[config.mk]
export PLATFORM = sky130hd
export DESIGN_NAME = stop_watch_dp_param
export DESIGN_NICKNAME = d
export VERILOG_FILES = /design/src/rtl/stop_watch_dp_param.sv
export SDC_FILE = /design/constraint.sdc
export NUM_CORES = 1
export LEC_CHECK = 0
export ABC_AREA = 1
export BUFFER_PORTS_ARGS = -buffer_cell sky130_fd_sc_hd__clkbuf_2
export CORE_AREA = 3 3 113 115
export DETAILED_ROUTE_END_ITERATION = 16
export DIE_AREA = 0 0 116 118
export GPL_TIMING_DRIVEN = 1
export PLACE_DENSITY = 0.67
export SYNTH_ARGS = -nofsm -noshare
export SYNTH_HDL_FRONTEND = slang
export SYNTH_SLANG_ARGS = --single-unit
[constraint.sdc]
create_clock -name clk -period 1.8 [get_ports clk]
set_input_delay 0.09 -clock clk [delete_from_list [all_inputs] [get_ports clk]]
set_output_delay 0.09 -clock clk [all_outputs]
set_load 0.05 [all_outputs]
[src/rtl/stop_watch_dp_param.sv]
// hh:mm:ss:cc stopwatch/timer datapath with run enable, preset load and countdown expiry.
// Optional lap-capture registers are built when STOPWATCH_LAP_EN is defined.

module stop_watch_field #(
  parameter int W   = 7,
  parameter int MOD = 100
) (
  input  logic [W-1:0] val,
  input  logic         inc,
  input  logic         dec,
  output logic [W-1:0] nxt,
  output logic         top,
  output logic         zero
);
  localparam logic [W-1:0] TOP_VAL = W'(MOD - 1);

  always_comb begin
    top  = (val == TOP_VAL);
    zero = (val == '0);
    nxt  = val;
    if (inc)      nxt = top  ? '0      : val + W'(1);
    else if (dec) nxt = zero ? TOP_VAL : val - W'(1);
  end
endmodule

module stop_watch_dp_param #(
  parameter int CLK_HZ   = 100_000_000,
  parameter int TICK_HZ  = 100,
  parameter int HOUR_MAX = 24
) (
  input  logic       clk,
  input  logic       rst,
  input  logic       run,
  input  logic       clear,
  input  logic       dir,
  input  logic       load,
  input  logic [6:0] ld_msec,
  input  logic [5:0] ld_sec,
  input  logic [5:0] ld_min,
  input  logic [4:0] ld_hour,
  input  logic       lap,
  output logic [6:0] msec,
  output logic [5:0] sec,
  output logic [5:0] min,
  output logic [4:0] hour,
  output logic [6:0] lap_msec,
  output logic [5:0] lap_sec,
  output logic [5:0] lap_min,
  output logic [4:0] lap_hour,
  output logic       wrap,
  output logic       expired
);
  localparam int DIV = CLK_HZ / TICK_HZ;
  localparam int PW  = $clog2(DIV);
  localparam logic [PW-1:0] PRESC_TOP = PW'(DIV - 1);
  localparam logic [4:0]    HOUR_TOP  = 5'(HOUR_MAX - 1);

  logic [PW-1:0] presc;
  logic          tick;

  logic [6:0] msec_nxt;
  logic [5:0] sec_nxt, min_nxt;
  logic [4:0] hour_nxt;
  logic msec_top, sec_top, min_top, hour_top;
  logic msec_z, sec_z, min_z, hour_z;
  logic all_zero;
  logic inc_msec, inc_sec, inc_min, inc_hour;
  logic dec_msec, dec_sec, dec_min, dec_hour;
  logic up_wrap, dn_expire;

  logic [6:0] cl_msec;
  logic [5:0] cl_sec, cl_min;
  logic [4:0] cl_hour;

  assign tick     = run && (presc == PRESC_TOP);
  assign all_zero = msec_z && sec_z && min_z && hour_z;

  // Carry/borrow ripple resolves combinationally so every field settles on the tick edge.
  assign inc_msec = tick && !dir;
  assign inc_sec  = inc_msec && msec_top;
  assign inc_min  = inc_sec  && sec_top;
  assign inc_hour = inc_min  && min_top;
  assign up_wrap  = inc_hour && hour_top;

  // A down tick on an all-zero time is a no-op, so the hour never underflows.
  assign dec_msec  = tick && dir && !all_zero;
  assign dec_sec   = dec_msec && msec_z;
  assign dec_min   = dec_sec  && sec_z;
  assign dec_hour  = dec_min  && min_z;
  assign dn_expire = dec_msec && hour_z && min_z && sec_z && (msec == 7'd1);

  stop_watch_field #(.W(7), .MOD(100)) u_msec (
    .val(msec), .inc(inc_msec), .dec(dec_msec), .nxt(msec_nxt), .top(msec_top), .zero(msec_z));
  stop_watch_field #(.W(6), .MOD(60)) u_sec (
    .val(sec), .inc(inc_sec), .dec(dec_sec), .nxt(sec_nxt), .top(sec_top), .zero(sec_z));
  stop_watch_field #(.W(6), .MOD(60)) u_min (
    .val(min), .inc(inc_min), .dec(dec_min), .nxt(min_nxt), .top(min_top), .zero(min_z));
  stop_watch_field #(.W(5), .MOD(HOUR_MAX)) u_hour (
    .val(hour), .inc(inc_hour), .dec(dec_hour), .nxt(hour_nxt), .top(hour_top), .zero(hour_z));

  always_comb begin
    cl_msec = (ld_msec > 7'd99) ? 7'd99 : ld_msec;
    cl_sec  = (ld_sec  > 6'd59) ? 6'd59 : ld_sec;
    cl_min  = (ld_min  > 6'd59) ? 6'd59 : ld_min;
    cl_hour = (32'(ld_hour) >= HOUR_MAX) ? HOUR_TOP : ld_hour;
  end

  always_ff @(posedge clk or negedge rst) begin
    if (!rst) begin
      presc <= '0;
    end else if (clear || load) begin
      presc <= '0;
    end else if (run) begin
      presc <= tick ? '0 : presc + PW'(1);
    end
  end

  always_ff @(posedge clk or negedge rst) begin
    if (!rst) begin
      msec    <= '0;
      sec     <= '0;
      min     <= '0;
      hour    <= '0;
      wrap    <= 1'b0;
      expired <= 1'b0;
    end else begin
      wrap    <= 1'b0;
      expired <= 1'b0;
      if (clear) begin
        msec <= '0;
        sec  <= '0;
        min  <= '0;
        hour <= '0;
      end else if (load) begin
        msec <= cl_msec;
        sec  <= cl_sec;
        min  <= cl_min;
        hour <= cl_hour;
      end else if (tick) begin
        msec    <= msec_nxt;
        sec     <= sec_nxt;
        min     <= min_nxt;
        hour    <= hour_nxt;
        wrap    <= up_wrap;
        expired <= dn_expire;
      end
    end
  end

`ifdef STOPWATCH_LAP_EN
  // Lap latches the time shown before this edge's update; clear wins when both arrive together.
  always_ff @(posedge clk or negedge rst) begin
    if (!rst) begin
      lap_msec <= '0;
      lap_sec  <= '0;
      lap_min  <= '0;
      lap_hour <= '0;
    end else if (clear) begin
      lap_msec <= '0;
      lap_sec  <= '0;
      lap_min  <= '0;
      lap_hour <= '0;
    end else if (lap) begin
      lap_msec <= msec;
      lap_sec  <= sec;
      lap_min  <= min;
      lap_hour <= hour;
    end
  end
`else
  assign lap_msec = '0;
  assign lap_sec  = '0;
  assign lap_min  = '0;
  assign lap_hour = '0;
`endif

endmodule
==> impl_metrics.toml <==
[routing]
drtPass1Iterations = 5
vias_per_cell = 4.87
wirelength_um = 12200
drt_iter0_markers = 282
dr_total_vias = 4465
drc = 0
post_drt_wl_per_cell_um = 13.3
ant_nets = 0

[layout]
drive_gt1_share_pct = 37.7
layout.nets = 814
final_cell_area_um2 = 5740
fin_cells = 917
syn_to_final_growth_pct = 40.3
post-route-util_pct = 48.2
num_antenna_cells = 0
fillers = 1167
final_cell_mix = "nand2_1 (124), buf_4 (100), inv_1 (65)"
final_common_cell = "nand2_1"

[place]
place_area_um2 = 5240
place.gp.congestion = 0.907
port-buffer-count = 55
dp_cells = 894
dp_hpwl_um = 9330

[die]
pin_count = 81
fp.dieW_um = 116
die_area_um2 = 13700
rows = 40
dieHeight_um = 118
initial_core_util_pct = 34.3
core_area_um2 = 11900

[yosys]
synth_mux_area_share_pct = 0
syn_area_um2 = 4090
ys_seq_area_share_pct = 28.1
synth_warnings = 0
synthXorXnorAreaFrac_pct = 2.78
synthDistinctLibCells = 40
synth_adder_area_share_pct = 4.28
synth-seq-cells = 46
synth-compound-area-share_pct = 12.5
synth_top_family_by_area = "simple AND/OR/NAND/NOR gates"
yosys.area_share.simple_pct = 39.1
syn_avg_cell_area_um2 = 6.71
synthCells = 610

[run_status]
violations = "negative setup slack"
run_status = "complete, but fails checks"

[power_and_ir_drop]
max-vdd-ir-drop_mv = 0.336
cellLeakagePower_nw = 2.78
total_power_mw = 3.87
power_density_nw_per_um2 = 674

[sta]
fmax_mhz = 543
final.setup_skew_ns = 0.00986
post-route-period-util_pct = 102
slew-limit-headroom_pct = 66.4
setup_violations = 9
fin_crit_ns = 1.84
report.final.slew_viol_count = 0
worst_slack_ns = -0.0408
finalHoldViolations = 0
tightest_slew_ns = 0.499
rsz0062_at_grt = "true"
fin_hold_ws_ns = 0.127

[grt]
grt_max_degree = 47
grt_antenna_before_repair = 0
grt_pass1_vias = 4201
grt_pass1_wl_um = 19900
grt_use_total_pct = 17.5
overflow = 0

[critical_path]
r2r_slack_ns = -0.04
crit_start = "msec[0]$_DFFE_PN0P_"
worstSetupPathType = "flop to flop"
cp.required_ns = 1.97
crit_end = "msec[0]$_DFFE_PN0P_"
r2r-end = "msec[0]$_DFFE_PN0P_"
regToRegStartpoint = "msec[0]$_DFFE_PN0P_"
worstSetupEndpointType = "flop"
worstRegToRegCells = 10
startpoint_type = "flop"
critPathMaxFanout = 4
worstPathArrival_ns = 2.01

[clocking]
tritoncts = "built"
numClockSinks = 46
cts_buffers = 5
clk_pin_slew_ns = 0.07
insertion_delay_ns = 0.29
clock_path_buffers = 2
cts-root-buf = "clkbuf_16"
cts_max_level = 2

[flow_run]
cap_violations = 0

[min_path]
hp-class = "input pin to flop"
[critical path: stages (launching register included)]
cell,delay [ns]
dfrtp_2,0.43
ha_4,0.17
nand3_4,0.06
nor3_4,0.21
buf_6,0.14
nand4_4,0.11
buf_4,0.19
a21oi_1,0.12
o21ai_0,0.12
nand3_1,0.10
o21ai_0,0.07
[kinds of logic after synthesis]
family | after synthesis
adder cells (fa/ha/maj) | 14
AO/OA/AOI/OAI | 93
other | 1
flip-flops | 46
XOR/XNOR | 13
AND/OR/NAND/NOR | 327
buffers and inverters | 116
[timing repair]
item	4_1_cts	5_1_grt
pin swaps	8	25
endpoints found under the hold margin	46	0
hold buffers	1	0
gates cloned	0	0
endpoints found under the setup margin	33	37
gates resized for setup	18	50
setup buffers	2	12
[power breakdown]
group | internal [mW] | switching (mW) | total [mW]
Clock | 0.658 | 0.400 | 1.06
Combinational | 0.558 | 1.04 | 1.60
Sequential | 1.11 | 0.0919 | 1.21
[synth_stat cells (all sizes together)]
library cell | n | share of area [%]
dfrtp | 46 | 28
o211ai | 7 | 1.3
xor2 | 12 | 2.6
xnor2 | 1 | 0.21
a21oi | 29 | 3.5
inv | 83 | 7.6
a21o | 1 | 0.18
o22ai | 7 | 1.1
nand3 | 68 | 9.2
nor4 | 3 | 0.46
nor2 | 74 | 9.1
or2 | 4 | 0.61
conb | 1 | 0.092
ha | 14 | 4.3
o31ai | 2 | 0.37
nand2 | 142 | 13
o21ai | 43 | 5.4
a211oi | 4 | 0.73
nand4 | 17 | 3.3
nor3 | 18 | 2.9
nand3b | 1 | 0.18
clkbuf | 4 | 0.37
clkinv | 1 | 0.092
buf | 28 | 5.0
[registers in the layout, summed over array words and instances, names as in the netlist]
signal / flops
msec: 7
presc: 20
expired: 1
wrap: 1
hour: 5
min: 6
sec: 6
[area by class of cell]
cell class	instances	area (um2)	share of cell area, %
clock buffers	7	133	2.31
flip-flops and latches	46	1180	20.5
repair buffers	161	1100	19.2
multi-input cells	471	2800	48.7
well taps	147	184	3.20
inverters	84	319	5.56
clock inverters	1	30.0	0.523
[worst min-delay path by stage]
stage | slack, ns | to | from | cells past startpoint
floorplan | -0.21 | expired$_DFF_PN0_ | rst | 0
global placement | 0.10 | presc[16]$_DFFE_PN0P_ | rst | 2
detailed placement | 0.10 | presc[16]$_DFFE_PN0P_ | rst | 2
CTS | 0.11 | msec[5]$_DFFE_PN0P_ | ld_msec[5] | 3
global route | 0.16 | msec[6]$_DFFE_PN0P_ | ld_msec[6] | 3
finish | 0.13 | msec[5]$_DFFE_PN0P_ | ld_msec[5] | 3
[layer usage]
layer	track usage [%]	vias up	part of all wire [%]
met4	3.70	0	0.98
met5	0	-	0
met3	2.26	9	4.6
met1	24.3	2043	44
li1	-	2284	-
met2	29.0	129	50
[stage by stage]
| step | TNS, ns | setup slack, ns |
|---|---|---|
| 2_1_floorplan | -0.347 | -0.0460 |
| 3_3_place_gp | -0.804 | -0.0999 |
| 3_5_place_dp | -1.75 | -0.140 |
| 4_1_cts | 0 | 0.00229 |
| 5_1_grt | -2.73 | -0.176 |
| 6_report | -0.134 | -0.0408 |
(Power assumes the default switching activity.)
